**src/rtl/alu_mdu_seq.sv**
```systemverilog
// Integer ALU with iterative signed multiply / mulh / div / rem behind a valid/ready handshake.
// Simple ops and division shortcuts complete in one cycle; iterative ops take N cycles in BUSY.
module alu_mdu_seq #(
  parameter int XLEN     = 64,
  parameter int OP_W     = 15,
  parameter int MUL_ITER = 1
) (
  input  logic            clk,
  input  logic            rst,
  input  logic            in_valid,
  output logic            in_ready,
  input  logic [OP_W-1:0] op,
  input  logic            is32,
  input  logic [XLEN-1:0] x,
  input  logic [XLEN-1:0] y,
  input  logic            kill,
  output logic            out_valid,
  input  logic            out_ready,
  output logic [XLEN-1:0] result,
  output logic            busy
);

  localparam int SW = $clog2(XLEN);

  typedef enum logic [1:0] {IDLE, BUSY, DONE} state_t;
  state_t state, state_nxt;

  function automatic logic [XLEN-1:0] sx32(input logic [XLEN-1:0] v);
    sx32 = {XLEN{v[31]}};
    sx32[31:0] = v[31:0];
  endfunction

  function automatic logic [XLEN-1:0] fix32(input logic [XLEN-1:0] v, input logic w);
    fix32 = w ? sx32(v) : v;
  endfunction

  logic            accept, go_busy, onehot, div0, ovf, last;
  logic [XLEN-1:0] xs, ys, xz, yz, mx, my, simple_res;
  logic [SW-1:0]   sh;

  // Latched state of the in-flight iterative op
  logic              w_q, k_mulh, k_isdiv, k_rem, neg_q;
  logic [SW-1:0]     cnt;
  logic [2*XLEN-1:0] prod, mcand, prod_n, p_signed;
  logic [XLEN-1:0]   mplier, rem_r, quo, dvsr, rem_n, quo_n, div_mag, iter_raw;
  logic [XLEN:0]     div_sh, div_diff;
  logic              div_ge;

  assign accept = (state == IDLE) && in_valid && !kill;

  always_comb begin
    xs = is32 ? sx32(x) : x;
    ys = is32 ? sx32(y) : y;
    xz = '0;
    xz[31:0] = x[31:0];
    yz = '0;
    yz[31:0] = y[31:0];
    if (!is32) begin
      xz = x;
      yz = y;
    end
    mx = xs[XLEN-1] ? -xs : xs;
    my = ys[XLEN-1] ? -ys : ys;
    sh = is32 ? SW'(y[4:0]) : y[SW-1:0];
    onehot = (op != '0) && ((op & (op - 1'b1)) == '0);
    div0 = (ys == '0);
    ovf = is32 ? (x[31:0] == 32'h8000_0000 && y[31:0] == 32'hFFFF_FFFF)
               : (x == {1'b1, {(XLEN-1){1'b0}}} && y == '1);
    go_busy = onehot && ((op[8] && (MUL_ITER != 0)) || op[9] ||
                         ((op[10] || op[11]) && !div0 && !ovf));
  end

  always_comb begin
    simple_res = '0;
    if (onehot) begin
      case (1'b1)
        op[0]:  simple_res = x + y;
        op[1]:  simple_res = x - y;
        op[2]:  simple_res = x & y;
        op[3]:  simple_res = x | y;
        op[4]:  simple_res = x ^ y;
        op[5]:  simple_res = x << sh;
        op[6]:  simple_res = xz >> sh;
        op[7]:  simple_res = $signed(xs) >>> sh;
        op[8]:  simple_res = (MUL_ITER == 0) ? x * y : '0;
        op[10]: simple_res = div0 ? '1 : xs;
        op[11]: simple_res = div0 ? xs : '0;
        op[12]: simple_res = {{(XLEN-1){1'b0}}, $signed(xs) < $signed(ys)};
        op[13]: simple_res = {{(XLEN-1){1'b0}}, xz < yz};
        op[14]: simple_res = {{(XLEN-1){1'b0}}, xz == yz};
        default: simple_res = '0;
      endcase
    end
  end

  // One shift-add step and one restoring-division step per BUSY cycle
  always_comb begin
    prod_n   = prod + (mplier[0] ? mcand : '0);
    p_signed = neg_q ? -prod_n : prod_n;
    div_sh   = {rem_r, quo[XLEN-1]};
    div_diff = div_sh - {1'b0, dvsr};
    div_ge   = !div_diff[XLEN];
    rem_n    = div_ge ? div_diff[XLEN-1:0] : div_sh[XLEN-1:0];
    quo_n    = {quo[XLEN-2:0], div_ge};
    div_mag  = k_rem ? rem_n : quo_n;
    if (k_isdiv)
      iter_raw = neg_q ? -div_mag : div_mag;
    else if (k_mulh)
      iter_raw = w_q ? p_signed[XLEN+31:32] : p_signed[2*XLEN-1:XLEN];
    else
      iter_raw = p_signed[XLEN-1:0];
    last = (cnt == (w_q ? SW'(31) : SW'(XLEN-1)));
  end

  always_ff @(posedge clk or posedge rst) begin
    if (rst) state <= IDLE;
    else     state <= state_nxt;
  end

  always_comb begin
    state_nxt = state;
    case (state)
      IDLE:    if (accept) state_nxt = go_busy ? BUSY : DONE;
      BUSY:    if (kill) state_nxt = IDLE; else if (last) state_nxt = DONE;
      DONE:    if (kill || out_ready) state_nxt = IDLE;
      default: state_nxt = IDLE;
    endcase
  end

  always_comb begin
    in_ready  = (state == IDLE);
    out_valid = (state == DONE);
    busy      = (state == BUSY);
  end

  always_ff @(posedge clk or posedge rst) begin
    if (rst) begin
      result  <= '0;
      cnt     <= '0;
      w_q     <= 1'b0;
      k_mulh  <= 1'b0;
      k_isdiv <= 1'b0;
      k_rem   <= 1'b0;
      neg_q   <= 1'b0;
      prod    <= '0;
      mcand   <= '0;
      mplier  <= '0;
      rem_r   <= '0;
      quo     <= '0;
      dvsr    <= '0;
    end else if (accept) begin
      cnt     <= '0;
      w_q     <= is32;
      k_mulh  <= op[9];
      k_isdiv <= op[10] || op[11];
      k_rem   <= op[11];
      neg_q   <= op[11] ? xs[XLEN-1] : (xs[XLEN-1] ^ ys[XLEN-1]);
      prod    <= '0;
      mcand   <= {{XLEN{1'b0}}, mx};
      mplier  <= my;
      rem_r   <= '0;
      quo     <= is32 ? (mx << 32) : mx;
      dvsr    <= my;
      if (!go_busy) result <= fix32(simple_res, is32);
    end else if (state == BUSY && !kill) begin
      cnt    <= cnt + 1'b1;
      prod   <= prod_n;
      mcand  <= mcand << 1;
      mplier <= mplier >> 1;
      rem_r  <= rem_n;
      quo    <= quo_n;
      if (last) result <= fix32(iter_raw, w_q);
    end
  end

endmodule

```
**config.mk**
```make
export PLATFORM = sky130hd
export DESIGN_NAME = alu_mdu_seq
export DESIGN_NICKNAME = d
export VERILOG_FILES = /design/src/rtl/alu_mdu_seq.sv
export SDC_FILE = /design/constraint.sdc
export NUM_CORES = 2
export LEC_CHECK = 0
export CORE_ASPECT_RATIO = 1.75
export CORE_UTILIZATION = 50
export DETAILED_ROUTE_END_ITERATION = 12
export PLACE_DENSITY = 0.67
export SLEW_MARGIN = 30
export SYNTH_ARGS = -nofsm -noshare
export SYNTH_HDL_FRONTEND = slang
export SYNTH_SLANG_ARGS = --single-unit
export TNS_END_PERCENT = 50
```
**constraint.sdc**
```tcl
create_clock -name clk -period 30.6 [get_ports clk]
set_input_delay 7.65 -clock clk [delete_from_list [all_inputs] [get_ports clk]]
set_output_delay 7.65 -clock clk [all_outputs]
set_load 0.005 [all_outputs]
```
==> impl_metrics.tcl, run 1 <==
set metrics [dict create \
    status "aborted with a tool error" \
    haltStage "global routing (5_1_grt)" \
    tool.error "[ERROR GRT-0116] Global routing finished with congestion. Check the congestion regions in the DRC Viewer." \
    fp.dieH_um 508 \
    gp_congestion 1.40 \
    async_flop_share_pct 100 \
    synth_top_family_by_area "compound AO/OA/AOI/OAI gates" \
    die_w_um 291 \
    yosys.area_share.adder_pct 8.38 \
    synthTopCellsByArea "dfrtp_1 (20%), ha_1 (7.7%), a21oi_1 (6.2%), o21ai_0 (5.8%), nand2_1 (5.0%)" \
    numPortBuffers 215 \
    muxShareOfSynthArea_pct 6.79 \
    synth_top_cell_by_area "dfrtp_1" \
    placedInstanceArea_um2 77700 \
    ys_seq_elements 589 \
    ys_types 114 \
    synth_area_um2 73300 \
    io_pins 216 \
    grt_max_degree 180 \
    cts.sinks 589 \
    synthSimpleGateAreaFrac_pct 20.4 \
    h-tree-depth 2 \
    post_cts_buffers 0 \
    yosys_warnings 0 \
    ctsHoldBuffers 0 \
    grt_use_total_pct 79.3 \
    avgSynthCellArea_um2 7.42 \
    synth.net_count 10476 \
    cts_max_path_buffers 3 \
    ys.flop_type "dfrtp_1" \
    synthXorXnorAreaFrac_pct 6.12 \
    synth_edf_count 0 \
    clock-root-buffer "clkbuf_16" \
    yosysSeqAreaShare_pct 20.1 \
    cts_buffers 55 \
    grt_pass1_wl_um 886000 \
    synth_top_area_share_pct 20.1 \
    postSynthCellCount 9870 \
    grt_pass1_vias 101795 \
    start_util_pct 50.4 \
    overflow 3023 \
    dp_hpwl_um 386000 \
    ctsResizeCount 0 \
    synth_compound_area_share_pct 32.4 \
    rows 185 \
]
[cells by family after synthesis]
logic type	count (synthesis)
buf+inv	1122
simple gates	3179
mux	340
flops	589
fa+ha+maj	496
compound gates	3634
xor+xnor	510
[cell usage after synthesis (all sizes together) (174+ instances only)]
| cell | count |
|---|---|
| nand4 | 174 |
| nor3 | 212 |
| nand2 | 972 |
| nor2 | 952 |
| and2 | 198 |
| o21ai | 898 |
| ha | 453 |
| inv | 346 |
| dfrtp | 589 |
| a21oi | 912 |
| a21o | 184 |
| xnor2 | 345 |
| clkbuf | 655 |
| mux2i | 180 |
[per-stage QoR]
step,setup WS (ns),util [%],cells
after CTS,17.02,54.7,11578
after detailed placement,16.36,53.4,11475
after global placement,15.22,53.2,11472
after floorplan,6.47,-,9870
[metal layers]
metal	GRT overflow	global-route usage, %
met1	33	78.1
met2	2027	100
met3	67	57.8
met4	884	86.6
met5	12	16.4
==> run 2: changes to the inputs <==
--- a/config.mk
+++ b/config.mk
@@ -5,10 +5,9 @@
 export SDC_FILE = /design/constraint.sdc
 export NUM_CORES = 2
 export LEC_CHECK = 0
-export CORE_ASPECT_RATIO = 1.75
-export CORE_UTILIZATION = 50
+export CORE_UTILIZATION = 35
 export DETAILED_ROUTE_END_ITERATION = 12
-export PLACE_DENSITY = 0.67
+export PLACE_DENSITY_LB_ADDON = 0.15
 export SLEW_MARGIN = 30
 export SYNTH_ARGS = -nofsm -noshare
 export SYNTH_HDL_FRONTEND = slang
==> impl_metrics.tcl, run 2 <==
set metrics [dict create \
    seq_power_share_pct 26.7 \
    die_area_um2 211000 \
    synthTopCellsByArea "dfrtp_1 (20%), ha_1 (7.7%), a21oi_1 (6.2%), o21ai_0 (5.8%), nand2_1 (5.0%)" \
    fin_skew_ns 0.0517 \
    io_pins 216 \
    setup_slack_ns 16.14 \
    antenna_found_initial 69 \
    cts.clk_slew.worst_paths_ns 0.06 \
    end_kind "flop" \
    syn_to_final_growth_pct 11.4 \
    p_clk_share_pct 26.9 \
    ctsHoldBuffers 0 \
    drt-pass1-iter-count 9 \
    rows 167 \
    avgSynthCellArea_um2 7.42 \
    start_util_pct 35.3 \
    finalCriticalPeriod_ns 14.46 \
    p_int_mw 1.98 \
    relSlewSlack_pct 19.0 \
    numPortBuffers 215 \
    tns_ns 0 \
    dp_hpwl_um 393000 \
    async_flop_share_pct 100 \
    cts_max_path_buffers 3 \
    yosysSeqAreaShare_pct 20.1 \
    cts.sinks 589 \
    power_density_nw_per_um2 45.7 \
    grt_pass1_vias 80061 \
    fin_crit_sh_pct 47.3 \
    drtIter0Drc 11944 \
    irDropWorstVdd_v 0.0000457 \
    h-tree-depth 3 \
    drive_above_1_share_pct 8.22 \
    grt_max_degree 183 \
    tightest_slew_ns 1.21 \
    synth_area_um2 73300 \
    gp_congestion 1.15 \
    critPathLaunchType "input port" \
    grt_pass1_wl_um 673000 \
    viasPerCell 6.84 \
    ys_types 114 \
    ant_nets 0 \
    grt_use_total_pct 45.2 \
    drv_cap 0 \
    most-common-layout-cells "nand2_1 (969), nor2_1 (941), a21oi_1 (904), o21ai_0 (837), dfrtp_1 (583)" \
    critPathMaxFanout 14 \
    hold_viol 0 \
    switching_share_pct 47.0 \
    p_leak_nw 34.1 \
    multi_input_area_um2 54900 \
    cts_buffers 77 \
    pwr-share-comb_pct 46.3 \
    max_freq_mhz 69.1 \
    wirelength_um 494000 \
    post_cts_buffers 0 \
    die_w_um 460 \
    synth_top_area_share_pct 20.1 \
    status "complete, no violations" \
    final_common_cell "nand2_1" \
    crit_type "in -> reg" \
    synthTopCellsByCount "nand2_1 (972), nor2_1 (952), a21oi_1 (911)" \
    fin_nets 10289 \
    ys.flop_type "dfrtp_1" \
    crit_required_ns 31.14 \
    maxSlewViolCount 0 \
    postSynthCellCount 9870 \
    core_um2 207000 \
    setup_viol 0 \
    overflow 0 \
    wl_per_cell_um 39.3 \
    insertion_delay_ns 0.74 \
    yosysMostFrequentCell "nand2_1" \
    cp_data_arrival_time_ns 15.00 \
    reg.largest.list "mcand x128, prod x128" \
    cts_tree "built" \
    ctsResizeCount 0 \
    synth.net_count 10476 \
    ys_seq_elements 589 \
    yosys_warnings 0 \
    synth_edf_count 0 \
    power.switching_mw 1.75 \
    p_total_mw 3.73 \
    pre_cts_slack_ns 15.80 \
    clock-root-buffer "clkbuf_16" \
    fillerInstances 21875 \
    fp.dieH_um 460 \
    hold_path.class "reg -> reg" \
    synth_top_cell_by_area "dfrtp_1" \
    ff_latch_area_um2 14800 \
    drcViolationCount 0 \
    num_vias 85959 \
    rsz0062_at_grt "false" \
]
==> run 2: worst max-delay path: stages <==
cell             delay, ns
clkdlybuf4s50_1       0.81
inv_1                 0.44
nand4_1               0.21
or3_1                 0.41
or4_1                 0.51
nor4_1                0.58
nor2b_1               0.46
and3_1                0.52
nand3_1               0.21
or3_1                 0.46
nor4_1                0.61
nand4_1               0.26
or3_1                 0.47
nor3_1                0.80
nor2_1                0.14
xnor2_1               0.27
o221ai_1              0.16
==> run 2: final timing paths <==
kind	from	end	slack, ns	cells past startpoint
min	dvsr[8]$_DFFE_PP0P_	dvsr[8]$_DFFE_PP0P_	0.48	1
max in group asynchronous	rst	quo[43]$_DFFE_PP0P_	19.60	6
min reg2reg	dvsr[8]$_DFFE_PP0P_	dvsr[8]$_DFFE_PP0P_	0.48	1
max	x[12]	quo[61]$_DFFE_PP0P_	16.14	17
min in group asynchronous	rst	mcand[12]$_DFFE_PP0P_	7.41	2
max reg2reg	quo[63]$_DFFE_PP0P_	result[57]$_DFFE_PP0P_	20.60	23
==> run 2: layout make-up <==
| class | instances | area share (%) |
|---|---|---|
| Tap cell | 2788 | 4.27 |
| Antenna cell | 40 | 0.123 |
| Sequential cell | 589 | 18.1 |
| Inverter | 357 | 1.66 |
| Clock inverter | 44 | 0.697 |
| Multi-Input combinational cell | 8159 | 67.3 |
| Timing Repair Buffer | 499 | 5.27 |
| Clock buffer | 97 | 2.60 |
==> run 2: power groups by stage <==
stage	Sequential [mW]	Combinational [mW]	Clock [mW]
after floorplan	0.929	0.904	0
after global placement	1.01	1.64	0
after detailed placement	1.01	1.64	0
after CTS	0.993	1.65	1.01
after global routing	1.00	1.77	1.04
final	0.997	1.73	1.00
==> run 2: per-stage QoR <==
step	utilization, %	hold slack (ns)	instances	instance area, µm²
after floorplan	-	0.447	9870	73300
after global placement	37.8	0.461	12386	78500
after detailed placement	37.9	0.467	12389	78700
after CTS	39.2	0.481	12530	81400
after global routing	39.3	0.497	12546	81600
final	39.3	0.478	12573	81600
==> run 2: routing by layer <==
metal	up-vias	wire (µm)	part of all wire, %	global-route usage, %
met2	5496	216000	44	69.7
met3	1367	44900	9.1	9.77
li1	36386	-	-	-
met4	36	46400	9.4	35.1
met1	42674	187000	38	54.7
met5	-	224	0.045	0
==> run 2: cells by family (layout without fill, tap and decap cells) <==
logic type	count (synthesis)	after routing	synth area share [%]
AOI/OAI and AO/OA	3634	3634	32.4
and+or+nand+nor	3179	3179	20.4
buffers and inverters	1122	997	5.82
DFF	589	589	20.1
xor gates and xnor gates	510	510	6.12
adders and majority gates	496	496	8.38
muxes	340	340	6.79
other	0	40	0
Note: power is estimated with default switching activity, not from simulation.
